### src/rtl/down_cntr_load_if.sv
// down_cntr_load_if
// Control and status bundle for the loadable down counter.
//   master: drives en, load, load_val, auto_reload; observes Q, tc, busy
//   slave : the counter itself; observes the controls, drives Q, tc, busy
//   en          count enable
//   load        synchronous load strobe (priority over en)
//   load_val    start / reload value
//   auto_reload 1 = reload and keep running on expiry, 0 = stop
//   Q           current count (registered)
//   tc          one-cycle terminal-count pulse (registered)
//   busy        counter is running (registered)
interface down_cntr_load_if #(
  parameter int WIDTH = 4
);
  logic             en;
  logic             load;
  logic [WIDTH-1:0] load_val;
  logic             auto_reload;
  logic [WIDTH-1:0] Q;
  logic             tc;
  logic             busy;

  modport master (
    output en, load, load_val, auto_reload,
    input  Q, tc, busy
  );

  modport slave (
    input  en, load, load_val, auto_reload,
    output Q, tc, busy
  );
endinterface

### src/rtl/down_cntr_load.sv
// down_cntr_load
// Synchronous loadable down counter with a one-cycle terminal-count pulse
// and optional auto-reload. Used as a programmable interval timer and
// divide-by-N source (with auto-reload and value N, tc fires every N+1
// enabled cycles).
//   clk  rising-edge clock for all state
//   rst  asynchronous reset, active low
//   bus  down_cntr_load_if.slave (en, load, load_val, auto_reload -> Q, tc, busy)
module down_cntr_load #(
  parameter int WIDTH = 4
) (
  input  logic             clk,
  input  logic             rst,
  down_cntr_load_if.slave  bus
);

  typedef enum logic {
    IDLE = 1'b0,
    RUN  = 1'b1
  } state_t;

  localparam logic [WIDTH-1:0] ONE = WIDTH'(1);

  state_t           state_q,  state_d;
  logic [WIDTH-1:0] q_q,      q_d;
  logic [WIDTH-1:0] reload_q, reload_d;
  logic             tc_q,     tc_d;

  // Priority: load, then the three RUN+en cases keyed on the current count.
  // Q==0 while RUN only happens right after an auto-reload expiry, so that
  // step restores the reload value instead of decrementing, which keeps the
  // count from ever wrapping to all-ones.
  always_comb begin
    state_d  = state_q;
    q_d      = q_q;
    reload_d = reload_q;
    tc_d     = 1'b0;

    if (bus.load) begin
      q_d      = bus.load_val;
      reload_d = bus.load_val;
      state_d  = (bus.load_val != '0) ? RUN : IDLE;
    end else if ((state_q == RUN) && bus.en) begin
      if (q_q > ONE) begin
        q_d = q_q - ONE;
      end else if (q_q == ONE) begin
        q_d     = '0;
        tc_d    = 1'b1;
        state_d = bus.auto_reload ? RUN : IDLE;
      end else begin
        q_d = reload_q;
      end
    end
  end

  always_ff @(posedge clk or negedge rst) begin
    if (!rst) begin
      state_q  <= IDLE;
      q_q      <= '0;
      reload_q <= '0;
      tc_q     <= 1'b0;
    end else begin
      state_q  <= state_d;
      q_q      <= q_d;
      reload_q <= reload_d;
      tc_q     <= tc_d;
    end
  end

  assign bus.Q    = q_q;
  assign bus.tc   = tc_q;
  assign bus.busy = (state_q == RUN);

endmodule

### src/flat_wrapper.sv
// flat-port wrapper written by rule: the top's interface ports become plain ports
module down_cntr_load_flat 
#(
  parameter int WIDTH = 4
)
  (clk, rst, bus_en, bus_load, bus_load_val, bus_auto_reload, bus_Q, bus_tc, bus_busy);
  down_cntr_load_if #(.WIDTH(WIDTH)) bus_i ();
  input  logic clk;
  input  logic rst;
  input wire logic [$bits(bus_i.en)-1:0] bus_en;
  input wire logic [$bits(bus_i.load)-1:0] bus_load;
  input wire logic [$bits(bus_i.load_val)-1:0] bus_load_val;
  input wire logic [$bits(bus_i.auto_reload)-1:0] bus_auto_reload;
  output wire logic [$bits(bus_i.Q)-1:0] bus_Q;
  output wire logic [$bits(bus_i.tc)-1:0] bus_tc;
  output wire logic [$bits(bus_i.busy)-1:0] bus_busy;
  assign bus_i.en = bus_en;
  assign bus_i.load = bus_load;
  assign bus_i.load_val = bus_load_val;
  assign bus_i.auto_reload = bus_auto_reload;
  assign bus_Q = bus_i.Q;
  assign bus_tc = bus_i.tc;
  assign bus_busy = bus_i.busy;
  down_cntr_load #(.WIDTH(WIDTH)) u_core (.clk(clk), .rst(rst), .bus(bus_i));
endmodule
### config.mk
export PLATFORM = sky130hd
export DESIGN_NAME = down_cntr_load_flat
export DESIGN_NICKNAME = d
export VERILOG_FILES = /design/src/rtl/down_cntr_load_if.sv /design/src/rtl/down_cntr_load.sv /design/src/flat_wrapper.sv
export SDC_FILE = /design/constraint.sdc
export NUM_CORES = 1
export LEC_CHECK = 0
export CAP_MARGIN = 40
export CORE_UTILIZATION = 37
export DETAILED_ROUTE_END_ITERATION = 16
export HOLD_SLACK_MARGIN = 0.05
export PLACE_DENSITY_LB_ADDON = 0.05
export REMOVE_ABC_BUFFERS = 1
export SETUP_SLACK_MARGIN = 0.15
export SLEW_MARGIN = 20
export SYNTH_ARGS = -nofsm -noshare
export SYNTH_HDL_FRONTEND = slang
export SYNTH_SLANG_ARGS = --single-unit
### constraint.sdc
create_clock -name clk -period 2.3 [get_ports clk]
set_input_delay 0.23 -clock clk [delete_from_list [all_inputs] [get_ports clk]]
set_output_delay 0.23 -clock clk [all_outputs]
set_load 0.02 [all_outputs]
======== After elaboration in Yosys (flattened, before gate mapping) ========
Index checks and enable logic that the tools add are counted.
cells by class
  add/subtract/negate cells ............... 1
  multipliers ............................. 0
  div/mod/pow operators ................... 0
  $lt $le $gt $ge ......................... 1
  eq/ne operators ......................... 2
  shift-type cells ........................ 0
  mux-type cells .......................... 14
  bitwise logic cells ..................... 0
  reductions and logical operators ........ 5
operators with widths
  kind                                                 count
  two-way mux 4 bit                                    4
  two-way mux 1 bit                                    10
  == test 4 x 1 -> 1 bit (second input constant)       1
  > comparator 4 x 1 -> 1 bit (second input constant)  1
  nonzero test 2 bit                                   2
  nonzero test 4 bit                                   1
  subtractor 4 x 1 -> 4 bit (second input constant)    1
  AND reduction 3 bit                                  1
  != test 2 bit (second input constant)                1
  logical AND 1 bit                                    1
storage, ports and cells
  register bits ........................... 10
  bits in latches ......................... 0
  bits in writable memories ............... 0
  bits in read-only memories .............. 0
  logic and storage cells ................. 27
  memories kept ........................... 0

======== Logic depth before layout (Yosys ltp) ========
  word-level depth ........................ 5
  mapped depth ............................ 5
  gate-level depth less buffers ........... 5

======== Worst setup path before layout ========
Ideal clock, no wire load.
  kind .................................... register -> register
  start ................................... register u_core.q_q[0] (netlist: u_core.bus.Q[0])
  end ..................................... register u_core.q_q[1] (netlist: u_core.bus.Q[1])
  setup time .............................. 0.066 ns
  arrival time ............................ 1.597 ns
  data required time ...................... 2.234 ns
  slack ................................... 0.637 ns
  stages on the path, launching flop included .. 6
  path buffers ............................ 0
  period minus slack after synthesis ...... 1.663 ns
  cell sequence ........................... dfrtp_1 > inv_1 > ha_1 > or2_1 > a2111oi_2 > a221o_1
between the ends
  word-level cells in the longest chain between the ends .. 5
  elaborated cells between the ends (all ways) .. 7
  those cells by class .................... add/sub (1); order compare (1); eq/ne (1); mux (4)
ends and longest elaborated chain
  item                                                               line                  text
  start, declared                                                    down_cntr_load.sv:25  logic [WIDTH-1:0] q_q, q_d;
  start signal, assigned                                             down_cntr_load.sv:64  q_q <= q_d;
  branches (longest 2 deep; another with subtractor 4 x 1 -> 4 bit)  n/a
  two-way mux 4 bit *                                                down_cntr_load.sv:44  if (q_q > ONE) begin
  two-way mux 4 bit *                                                down_cntr_load.sv:43  end else if ((state_q == RUN) && bus.en) begin
  two-way mux 4 bit *                                                down_cntr_load.sv:39  if (bus.load) begin
Every way passes the cells marked *. The select of a mux whose other input is x is not followed.
A chain may end at the register's enable or synchronous reset.

======== Final worst setup path ========
Ends and elaborated chain as after synthesis.

==> flow_summary_export.csv <==
group,metric,value,unit
critical_path,regToRegSetupSlack,0.62,ns
die,die_width,42.2,um
routing,via_per_inst,5.51,
clock_network,clkTransAtPathRegs,0.07,ns
power,p_per_area,700,mW/mm^2
routing,post_drt_wl_per_cell,13.9,um
power,pwr-share-seq,40.1,%
clock_network,clock-sinks,10,
layout,drive_above_1_share,8.00,%
die,coreArea,0.00151,mm^2
grt,grt_max_degree,18,
layout,area_growth,31.1,%
grt,antenna_found_initial,0,
sta,fin_tns_setup,0,ns
power,p_leak,0.326,nW
clock_network,cts_root_buf,"clkbuf_4",
critical_path,worstRegToRegCells,5,
sta,maxSlewHeadroom,54.4,%
routing,dr.first_iter.drc_count,5,
logic_synthesis,synth_edf_count,0,
placement,dp_hpwl,958,um
logic_synthesis,yosysTopAreaCellShare,41.8,%
power,p_total,0.550,mW
logic_synthesis,synthesis.area,599,um^2
power,switching_power,0.175,mW
clock_network,ctsResizeCount,0,
routing,dr.pass1.iters,2,
clock_network,cts_hold_buf,0,
critical_path,crit_required,2.51,ns
die,initial_utilization,39.8,%
logic_synthesis,ys_seq_elements,10,
die,die_area,0.00178,mm^2
critical_path,worst-setup-path-type,"flip-flop to flip-flop",
sta,maxSlewViolCount,0,
clock_network,cts_setup_buffers,0,
logic_synthesis,ys_seq_area_share,41.8,%
critical_path,critPathCapture,"u_core.bus.Q[1]",
layout,final_common_cell,"clkdlybuf4s50_1",
clock_network,numCtsBuffers,3,
logic_synthesis,avgSynthCellArea,10.2,um^2
power,p_clk_share,30.0,%
placement,gp_congestion,0.739,
grt,grt_pass1_vias,448,
sta,setup_viol,0,
layout,n_antenna_cell,0,
critical_path,cp_max_fo,8,
grt,grt_overflow,0,
sta,skew,0.00136,ns
power,switching_share,31.9,%
critical_path,endpoint_kind,"flip-flop",
logic_synthesis,syn_inst,59,
logic_synthesis,synthTopCellsByArea,"dfrtp_1 42%, mux2_1 5.6%, ha_1 4.2%, nor4b_4 4.0%, a21oi_1 3.3%",
routing,vias,501,
die,fp-row-count,14,
grt,grt_pass1_wl,2120,um
layout,nets,87,
min_path,hp-class,"input port to asynchronous set/reset pin",
power,intPower,0.374,mW
status,outcome,"finished clean",
power,peakVddDrop,0.000352,V
routing,drt_wl_total,1260,um
clock_network,clkLatencyLatePin,0.27,ns
logic_synthesis,ys_warn_count,0,
power,pwr-share-comb,29.8,%
critical_path,crit-reg2reg-launch,"u_core.bus.Q[0]",
clock_network,cts_tree,"done",
routing,drcViolationCount,0,
routing,postRouteAntennaNets,0,
grt,grtUsageTotal,16.0,%
sta,layout_min_cycle_time,1.68,ns
logic_synthesis,async_reset_ff_share,100,%
critical_path,crit_start,"u_core.bus.Q[0]",
die,die_h,42.2,um
sta,hold_viol,0,
critical_path,r2r_end,"u_core.bus.Q[1]",
die,io_pins,15,
job,cap_violations,0,
critical_path,worstPathArrival,1.89,ns
clock_network,cts_htree_levels,1,
placement,port-buffer-count,14,
sta,grt_setup_unrepaired,"false",
sta,timing.final.crit_share,73.0,%
clock_network,cts_max_path_buffers,2,
layout,final_cell_mix,"14 x clkdlybuf4s50_1, 10 x dfrtp_1, 5 x inv_1, 5 x nor2_1, 4 x a21oi_1",
critical_path,start_kind,"flip-flop",
logic_synthesis,netlist.top_cell.by_area,"dfrtp_1",
logic_synthesis,yosys.cell_types.count,27,
sta,worst_pin_slew,0.682,ns
logic_synthesis,ys.flop_type,"dfrtp_1",
sta,fmax,596,MHz
power by group through the flow:
stage	logic, mW	clock network, mW	registers [mW]
after floorplan	0.0850	0	0.233
after global placement	0.165	0	0.224
after detailed placement	0.165	0	0.224
after CTS	0.166	0.168	0.221
after global routing	0.180	0.178	0.225
final	0.164	0.165	0.221
synth_stat cells, drive strengths merged (3+ instances only):
cell type / count
mux2: 3
nor2: 5
inv: 5
a21oi: 4
dfrtp: 10
per-layer routing:
metal,share of wire (%),GRT usage (%),up-vias,wire length [um]
li1,-,-,251,-
met1,51,23.6,234,645
met2,43,21.8,14,540
met3,4.1,2.59,2,52
met4,1.9,9.38,0,24
met5,0,0,-,0
layout make-up:
type / instances / area [um^2]
clock buffers: 4 / 36.3
fillers: 142 / 721
inverters: 5 / 18.8
multi-input cells: 42 / 320
flip-flops and latches: 10 / 250
well taps: 16 / 20.0
repair buffers: 14 / 140
worst min path at each step:
| stage | to | slack (ns) | cells past startpoint | startpoint |
|---|---|---|---|---|
| floorplan | u_core.bus.Q[0] | -0.07 | 0 | rst |
| global placement | u_core.reload_q[2] | 0.48 | 1 | u_core.reload_q[2] |
| detailed placement | u_core.reload_q[2] | 0.48 | 1 | u_core.reload_q[2] |
| CTS | u_core.bus.Q[0] | 0.29 | 1 | rst |
| global route | u_core.bus.Q[3] | 0.32 | 1 | rst |
| finish | u_core.bus.Q[0] | 0.28 | 1 | rst |
stage by stage:
step	instance area, um^2	utilization (%)	std cells	setup WS [ns]	hold slack [ns]
finish	786	52.2	91	0.622	0.276
global route	786	52.2	91	0.511	0.320
CTS	786	52.2	91	0.622	0.291
detailed placement	749	49.8	87	0.588	0.483
global placement	749	49.8	87	0.572	0.476
floorplan	589	-	57	0.637	-0.0656
critical path, cell delays in order (launching register included):
cell	delay, ns
dfrtp_1	0.46
inv_1	0.09
ha_1	0.30
or2_1	0.26
a2111oi_2	0.35
a221o_1	0.16
flip-flops by register name, summed over array words and instances (netlist names):
signal	flops
u_core.bus.busy	1
u_core.reload_q	4
u_core.bus.tc	1
u_core.bus.Q	4
cell families after synthesis:
| logic type | Yosys count | share of synthesized area, % |
|---|---|---|
| AOI/OAI and AO/OA | 16 | 19.6 |
| DFF | 10 | 41.8 |
| muxes | 3 | 5.64 |
| and+or+nand+nor | 21 | 24.0 |
| buffers and inverters | 7 | 4.80 |
| adders and majority gates | 2 | 4.17 |
No activity file was read; power rests on OpenSTA's default activity.
